**config.mk**
```make
export PLATFORM = sky130hd
export DESIGN_NAME = uart_rx_read_arb
export DESIGN_NICKNAME = d
export VERILOG_FILES = /design/src/rtl/uart_rx_read_arb.sv
export SDC_FILE = /design/constraint.sdc
export NUM_CORES = 1
export LEC_CHECK = 0
export BUFFER_PORTS_ARGS = -buffer_cell sky130_fd_sc_hd__buf_2
export CAP_MARGIN = 20
export CORE_ASPECT_RATIO = 1.25
export CORE_MARGIN = 2
export CORE_UTILIZATION = 55
export DETAILED_ROUTE_END_ITERATION = 10
export GPL_ROUTABILITY_DRIVEN = 0
export PLACE_DENSITY = 0.88
export SETUP_SLACK_MARGIN = 0.4
export SKIP_CTS_REPAIR_TIMING = 1
export SYNTH_ARGS = -nofsm -noshare
export SYNTH_HDL_FRONTEND = slang
export SYNTH_SLANG_ARGS = --single-unit
export TNS_END_PERCENT = 5
```
**constraint.sdc**
```tcl
create_clock -name clk -period 5.1 [get_ports clk]
set_clock_uncertainty 0.05 [all_clocks]
set_input_delay 1.02 -clock clk [delete_from_list [all_inputs] [get_ports clk]]
set_output_delay 1.02 -clock clk [all_outputs]
set_load 0.02 [all_outputs]
```
**src/rtl/uart_rx_read_arb.sv**
```systemverilog
// uart_rx_read_arb: round-robin arbiter and read sequencer that shares the
// single read port of the UART RX FIFO among NREQ clients. A granted client
// receives a burst of req_len+1 bytes. A burst that stalls for TIMEOUT
// consecutive empty cycles is aborted.
//
// Ports:
//   clk, reset      system clock, synchronous active-high reset
//   req, req_len    per-client request level and burst length minus 1 (4 bits each)
//   gnt             one-hot grant, held for the whole burst
//   rd_data         byte for the granted client (valid with rd_valid)
//   rd_valid        rd_data valid this cycle
//   done            one-cycle pulse with the last byte of a completed burst
//   tmo             one-cycle pulse when a burst is aborted by timeout
//   fifo_rd_en      FIFO read strobe (combinational from state and fifo_empty)
//   fifo_dout       FIFO output, valid the cycle after fifo_rd_en
//   fifo_empty      FIFO empty flag
module uart_rx_read_arb #(
  parameter int unsigned NREQ    = 4,
  parameter int unsigned DW      = 8,
  parameter int unsigned TIMEOUT = 1023
) (
  input  logic              clk,
  input  logic              reset,
  input  logic [NREQ-1:0]   req,
  input  logic [NREQ*4-1:0] req_len,
  output logic [NREQ-1:0]   gnt,
  output logic [DW-1:0]     rd_data,
  output logic              rd_valid,
  output logic              done,
  output logic              tmo,
  output logic              fifo_rd_en,
  input  logic [DW-1:0]     fifo_dout,
  input  logic              fifo_empty
);

  localparam int unsigned PW = (NREQ > 1) ? $clog2(NREQ) : 1;
  localparam int unsigned LW = 4;
  localparam int unsigned CW = LW + 1;
  localparam int unsigned TW = $clog2(TIMEOUT);

  typedef enum logic [1:0] {
    S_IDLE  = 2'd0,
    S_BURST = 2'd1,
    S_LAST  = 2'd2
  } state_t;

  state_t          state_q, state_d;
  logic [PW-1:0]   rr_q, rr_d;
  logic [NREQ-1:0] gnt_q, gnt_d;
  logic [LW-1:0]   len_q, len_d;
  logic [CW-1:0]   issued_q, issued_d;
  logic [TW-1:0]   tmo_cnt_q, tmo_cnt_d;
  logic            done_q, done_d;
  logic            tmo_q, tmo_d;
  logic            rd_valid_q;
  logic [DW-1:0]   hold_q;

  logic            pick_found;
  logic [PW-1:0]   pick_idx;
  logic [PW-1:0]   cand;
  logic [NREQ-1:0] pick_oh;
  logic [LW-1:0]   pick_len;

  // Reads only while bursting and only when the FIFO has data.
  assign fifo_rd_en = (state_q == S_BURST) && !fifo_empty;

  // FIFO output is already registered: pass it through on the valid cycle,
  // otherwise present the last delivered byte.
  assign rd_data  = rd_valid_q ? fifo_dout : hold_q;
  assign rd_valid = rd_valid_q;
  assign gnt      = gnt_q;
  assign done     = done_q;
  assign tmo      = tmo_q;

  // Round-robin pick: first requester at or after rr_q, searching upward.
  always_comb begin
    pick_found = 1'b0;
    pick_idx   = '0;
    pick_oh    = '0;
    pick_len   = '0;
    cand       = '0;
    for (int unsigned k = 0; k < NREQ; k++) begin
      cand = PW'((32'(rr_q) + k) % NREQ);
      if (!pick_found && req[cand]) begin
        pick_found    = 1'b1;
        pick_idx      = cand;
        pick_oh       = '0;
        pick_oh[cand] = 1'b1;
        pick_len      = req_len[{cand, 2'b00} +: LW];
      end
    end
  end

  // Next-state and registered-output logic.
  always_comb begin
    state_d   = state_q;
    rr_d      = rr_q;
    gnt_d     = gnt_q;
    len_d     = len_q;
    issued_d  = issued_q;
    tmo_cnt_d = tmo_cnt_q;
    done_d    = 1'b0;
    tmo_d     = 1'b0;
    case (state_q)
      S_IDLE: begin
        if (pick_found) begin
          state_d   = S_BURST;
          gnt_d     = pick_oh;
          len_d     = pick_len;
          rr_d      = PW'((32'(pick_idx) + 32'd1) % NREQ);
          issued_d  = '0;
          tmo_cnt_d = '0;
        end
      end
      S_BURST: begin
        if (!fifo_empty) begin
          issued_d  = issued_q + CW'(1);
          tmo_cnt_d = '0;
          // This read is the (len+1)-th: its byte arrives in LAST with done.
          if (issued_q == CW'(len_q)) begin
            state_d = S_LAST;
            done_d  = 1'b1;
          end
        end else if (tmo_cnt_q == TW'(TIMEOUT - 1)) begin
          state_d = S_IDLE;
          gnt_d   = '0;
          tmo_d   = 1'b1;
        end else begin
          tmo_cnt_d = tmo_cnt_q + TW'(1);
        end
      end
      S_LAST: begin
        state_d = S_IDLE;
        gnt_d   = '0;
      end
      default: begin
        state_d = S_IDLE;
        gnt_d   = '0;
      end
    endcase
  end

  // State and datapath registers; reset drops any in-flight byte.
  always_ff @(posedge clk) begin
    if (reset) begin
      state_q    <= S_IDLE;
      rr_q       <= '0;
      gnt_q      <= '0;
      len_q      <= '0;
      issued_q   <= '0;
      tmo_cnt_q  <= '0;
      done_q     <= 1'b0;
      tmo_q      <= 1'b0;
      rd_valid_q <= 1'b0;
      hold_q     <= '0;
    end else begin
      state_q    <= state_d;
      rr_q       <= rr_d;
      gnt_q      <= gnt_d;
      len_q      <= len_d;
      issued_q   <= issued_d;
      tmo_cnt_q  <= tmo_cnt_d;
      done_q     <= done_d;
      tmo_q      <= tmo_d;
      rd_valid_q <= fifo_rd_en;
      hold_q     <= rd_data;
    end
  end

endmodule

```
# After elaboration in Yosys (flattened, before gate mapping)
# Cells that the tools add are included.
# classes
add_sub_neg	6
n_lt_le_gt_ge	8
n_eq_ne	10
shifts	4
n_mux	51
bitwise	2
reduce_logical	21
# ops
op	count
$shiftx A16 B5 Y4	4
$mux W4	11
$mux W10	3
$pmux W10 S2	1
$mux W2	8
$mux W1	14
$lt A2 B3 Y1 const B	4
$reduce_and A3 Y1	4
$add A10 B1 Y10 const B	1
$eq A10 B10 Y1 const B	1
$mux W5	2
$pmux W5 S2	1
$bmux W1 S2	4
$demux W1 S2	4
$ge A2 B1 Y1 const B	4
$logic_and A1 B1 Y1	8
$mux W8	1
$pmux W4 S2	1
$ne A2 B2 Y1 const B	3
$ne A3 B2 Y1 const B	2
$reduce_or A3 Y1	2
$add A5 B1 Y5 const B	1
$eq A5 B4 Y1	1
$add A2 B1 Y2 const B	2
other kinds (10)	15
# totals
regBits	38
in_bits	31
wordCells	112

# Longest topological paths before layout
# depth
ltp_word	14
mapped_depth	13

# Worst setup path before layout
# No wires, ideal clock.
# synth_timing
kind	flip-flop to flip-flop
start	reg rr_q[0]
end	reg len_q[1]
setup_time_ns	0.122
arrival_ns	2.752
setup_slack_ns	2.177
stages_incl_launch_ff	12
n_path_buf	5
path_cell_list	dfxtp_1 buf_6 buf_4 buf_2 inv_1 ha_1 buf_2 buf_2 mux4_2 a22oi_2 a21oi_1 a221o_1
# synth_via
elab_chain_cells	13
word_cells_on_any_way	30
# synth_lines
item	line_no	source
start, declared	48	logic [PW-1:0] rr_q, rr_d;
start signal, assigned	158	rr_q <= rr_d;
parallel branches: the longest is 13 deep, another holds $add A2 B1 Y2	-	
end signal, assigned	160	len_q <= len_d;
end, declared	50	logic [LW-1:0] len_q, len_d;
# Parallel ways; which one is timed is not known. The select of a mux whose other input is x is not followed.
# A chain may end at the register's enable or synchronous reset.

# Worst setup path in the final report
# layout_timing
start	reg rr_q[1]
end	reg gnt_q[0] (netlist: gnt[0])
# layout_via
elab_chain_cells	14
word_cells_on_any_way	49
# layout_lines
item	line_no	source
parallel branches: the longest is 14 deep, another holds $lt A2 B3 Y1	-	
end signal, assigned	159	gnt_q <= gnt_d;
end, declared	49	logic [NREQ-1:0] gnt_q, gnt_d;
# Parallel ways; which one is timed is not known. The select of a mux whose other input is x is not followed.

==> impl_metrics.py <==
metrics = {
    "pwr": {
        "max_rail_drop_vdd_mv": 0.177,
        "power_per_cell_area_nw_per_um2": 382,
        "design_power_total_mw": 1.10,
        "switching_power_mw": 0.420,
        "seqPwrFrac": 0.339,
        "power_leakage_nw": 1.13,
        "internal_power_mw": 0.684,
        "p_clk_frac": 0.187,
        "p_sw_frac": 0.380,
        "pwr-share-comb": 0.474,
    },
    "critical_path": {
        "crit_path_top_delay_cell": "ha_1",
        "critical-path-max-stage-delay_ps": 790,
        "crit_type": "register to register",
        "cell_by_cell_trace_of_the_critical_path": "inv_1, ha_1, mux2i_1, mux2i_4, nor2b_4, a22oi_1, a211oi_1, a221o_1",
        "start_kind": "register",
        "worst_r2r_path_depth": 8,
        "crit_required_ps": 5230,
        "end_kind": "register",
        "critPathBufInv": 1,
        "worstReg2RegEnd": "gnt[0]",
        "critPathTopFamily": "adder cells",
        "arrival_time_at_the_worst_endpoint_ps": 3460,
        "crit_fanout": 18,
        "first_element_of_the_critical_path": "rr_q[1]",
        "reg2reg_setup_slack_ps": 1760,
        "r2r_start": "rr_q[1]",
    },
    "grt": {
        "globalRoute.busiestLayer": "met2",
        "global_route.usage.met2": 0.405,
        "met1_usage": 0.246,
        "first_global_vias": 2026,
        "gr-usage-met3": 0.0416,
        "antenna_found_initial": 0,
        "overflow": 0,
        "gr-usage-all-layers": 0.219,
        "wire_length_of_the_first_global_routing_pass_um": 9070,
        "largest_net_degree_at_the_start_of_global_routing": 33,
    },
    "timing": {
        "rsz0062_at_grt": "no",
        "setup_viol": 0,
        "max_slew.worst_pin.slew_ps": 847,
        "finalWorstPathRequiredPeriod_ps": 3340,
        "max-slew-margin-rel": 0.433,
        "layout_worst_path_cycle_share": 0.654,
        "max_freq_mhz": 300,
        "final-max-slew-violation-count": 0,
        "hold_viol_final": 0,
        "final_sum_of_negative_setup_slack_ps": 0,
    },
    "clock_network": {
        "clkSlewWorstSetupHoldPaths_ps": 70,
        "clk_path_buf_depth": 2,
        "cts-buffers-inserted": 5,
        "insertion_delay_ps": 290,
        "clock_sinks": 38,
        "clock_tree.htree_level_count": 2,
        "clock_tree.root_cell": "clkbuf_8",
        "cts_tree": "yes",
    },
    "yosys": {
        "ys_seq_elements": 38,
        "postSynthCellCount": 263,
        "syn-mean-instance-area_um2": 9.90,
        "synth_xor_area_frac": 0.0403,
        "combinational_family_with_the_most_area_after_synthesis": "multiplexers",
        "synth-async-reset-ratio": 0,
        "synth_fa_ha_area_frac": 0.0480,
        "cell_type_with_the_largest_total_area_after_synthesis": "dfxtp_1",
        "synthesized_area_um2": 2600,
        "synth-seq-area-share": 0.292,
        "synth.area.top_cells": "dfxtp_1, mux4_2, ha_1",
        "synth_mux_area_frac": 0.224,
        "syn-num-nets": 304,
        "ys.warnings.count": 0,
        "post_synth_and_or_nand_nor_area_fraction": 0.179,
        "synth-main-ff-cell": "dfxtp_1",
        "synth_edf_count": 0,
        "synthDistinctLibCells": 48,
        "synth_compound_gate_area_share": 0.165,
        "synthDominantCellAreaShare": 0.292,
    },
    "routing": {
        "vias": 2175,
        "routed_wire_length_per_instance_um": 14.9,
        "drt_drc_violations_left": 0,
        "drt_iter0_drc": 89,
        "wl_um": 5350,
        "firstDrtPassIters": 4,
        "route.antenna.remaining_nets": 0,
        "vias_per_cell": 6.08,
    },
    "floorplan": {
        "num_rows": 28,
        "io_pins": 47,
        "die_height_um": 80.9,
        "initial_utilization": 0.559,
        "design.die.area_um2": 5310,
        "dieWidth_um": 65.6,
        "floorplan.core_area_um2": 4660,
    },
    "layout": {
        "final_layout_size_suffix_gt1_frac": 0.302,
        "insertedDiodeCount": 0,
        "fill_cell_count": 385,
        "design.final.nets": 338,
        "synthToLayoutAreaGrowth_pct": 11.0,
    },
    "min_path": {
        "holdCritStartpoint": "tmo_cnt_q[7]",
        "hold_path.class": "register to register",
        "worstHoldEndpoint": "tmo_cnt_q[7]",
        "min_path_cells": 2,
    },
    "placed_design": {
        "port-buffer-count": 46,
        "dp.final_hpwl_um": 4040,
    },
    "job": {
        "cap_violations": 0,
    },
    "run_status": {
        "outcome": "finished clean",
    },
}
-- registers in the layout (all words and copies together) (netlist names) --
signal,count
state_q,2
done,1
rd_valid,1
tmo_cnt_q,10
issued_q,5
tmo,1
gnt,4
hold_q,8
rr_q,2
len_q,4
-- worst register-to-register path, stage by stage, from the launching register on --
cell and delay (ps):
dfxtp_1 770, inv_1 210, ha_1 790, mux2i_1 250, mux2i_4 440, nor2b_4 140, a22oi_1 170, a211oi_1 100
a221o_1 290
-- power groups by stage --
stage | Sequential (mW) | Clock (mW) | Combinational, mW
global placement | 0.377 | 0 | 0.501
finish | 0.374 | 0.207 | 0.524
detailed placement | 0.381 | 0 | 0.519
CTS | 0.374 | 0.211 | 0.522
global route | 0.379 | 0.224 | 0.572
floorplan | 0.374 | 0 | 0.449
-- placed cells by master, fill, tap and decap left out, types with 3 or more instances in the layout --
| cell type | instances |
|---|---|
| a211oi_1 | 7 |
| a21oi_1 | 16 |
| a221o_1 | 8 |
| a22oi_1 | 4 |
| a22oi_2 | 4 |
| and4_1 | 4 |
| buf_2 | 46 |
| clkbuf_8 | 6 |
| dfxtp_1 | 38 |
| ha_1 | 10 |
| inv_1 | 4 |
| mux2_2 | 11 |
| mux2i_1 | 3 |
| mux4_1 | 3 |
| mux4_2 | 14 |
| nand2_1 | 7 |
| nand2b_1 | 3 |
| nand3_1 | 6 |
| nand4_1 | 6 |
| nor2_1 | 30 |
| nor2b_1 | 11 |
| nor3_1 | 7 |
| o211ai_1 | 3 |
| o21ai_0 | 8 |
| or3_1 | 3 |
| xnor2_1 | 3 |
| xor2_1 | 9 |
-- kinds of logic after synthesis --
kind of cell	count (synthesis)
compound gates	58
xor+xnor	12
fa+ha+maj	10
buf+inv	25
flops	38
mux	33
simple gates	87
-- layer usage --
metal / wire [um] / up-vias
li1: - / 1068
met3: 244 / 10
met2: 2850 / 64
met5: 0 / -
met1: 2140 / 1033
met4: 118 / 0
-- worst max path at each step --
stage / end / slack, ps / cells past startpoint
detailed placement: gnt[0] / 1780 / 8
floorplan: len_q[1] / 2180 / 11
finish: gnt[0] / 1760 / 8
global route: gnt[0] / 1500 / 8
CTS: gnt[0] / 1760 / 8
global placement: gnt[3] / 1950 / 8
-- stage by stage --
step	hold WS, ps	instances	area (um2)	util	worst slack [ps]
detailed placement	432	350	2800	0.601	1780
global placement	415	350	2800	0.601	1950
global route	475	358	2890	0.621	1500
finish	442	358	2890	0.621	1760
CTS	440	358	2890	0.621	1760
floorplan	404	263	2610	-	2180
-- synthesized netlist by cell type, types with 2 or more instances --
cell / instances
a211oi_1: 7
a21oi_1: 16
a221o_1: 8
a22oi_1: 4
a22oi_2: 4
and4_1: 4
buf_2: 6
buf_4: 2
buf_6: 3
clkbuf_1: 8
dfxtp_1: 38
ha_1: 10
inv_1: 4
mux2_2: 11
mux2i_1: 3
mux4_1: 3
mux4_2: 14
nand2_1: 7
nand2b_1: 3
nand3_1: 6
nand4_1: 6
nor2_1: 30
nor2b_1: 11
nor3_1: 7
nor3b_1: 2
o2111ai_1: 2
o211ai_1: 3
o21ai_0: 8
o32ai_1: 2
or3_1: 3
xnor2_1: 3
xor2_1: 9
-- layout make-up --
type | count | area, um2 | share of cell area
inverter | 5 | 18.8 | 0.00649
timing repair buffer | 47 | 238 | 0.0822
tap | 60 | 75.1 | 0.0260
clock buffer | 7 | 86.3 | 0.0298
sequential | 38 | 761 | 0.263
multi-input combinational | 200 | 1710 | 0.591
clock inverter | 1 | 5.00 | 0.00173
Power figures use the tool's default switching activity.
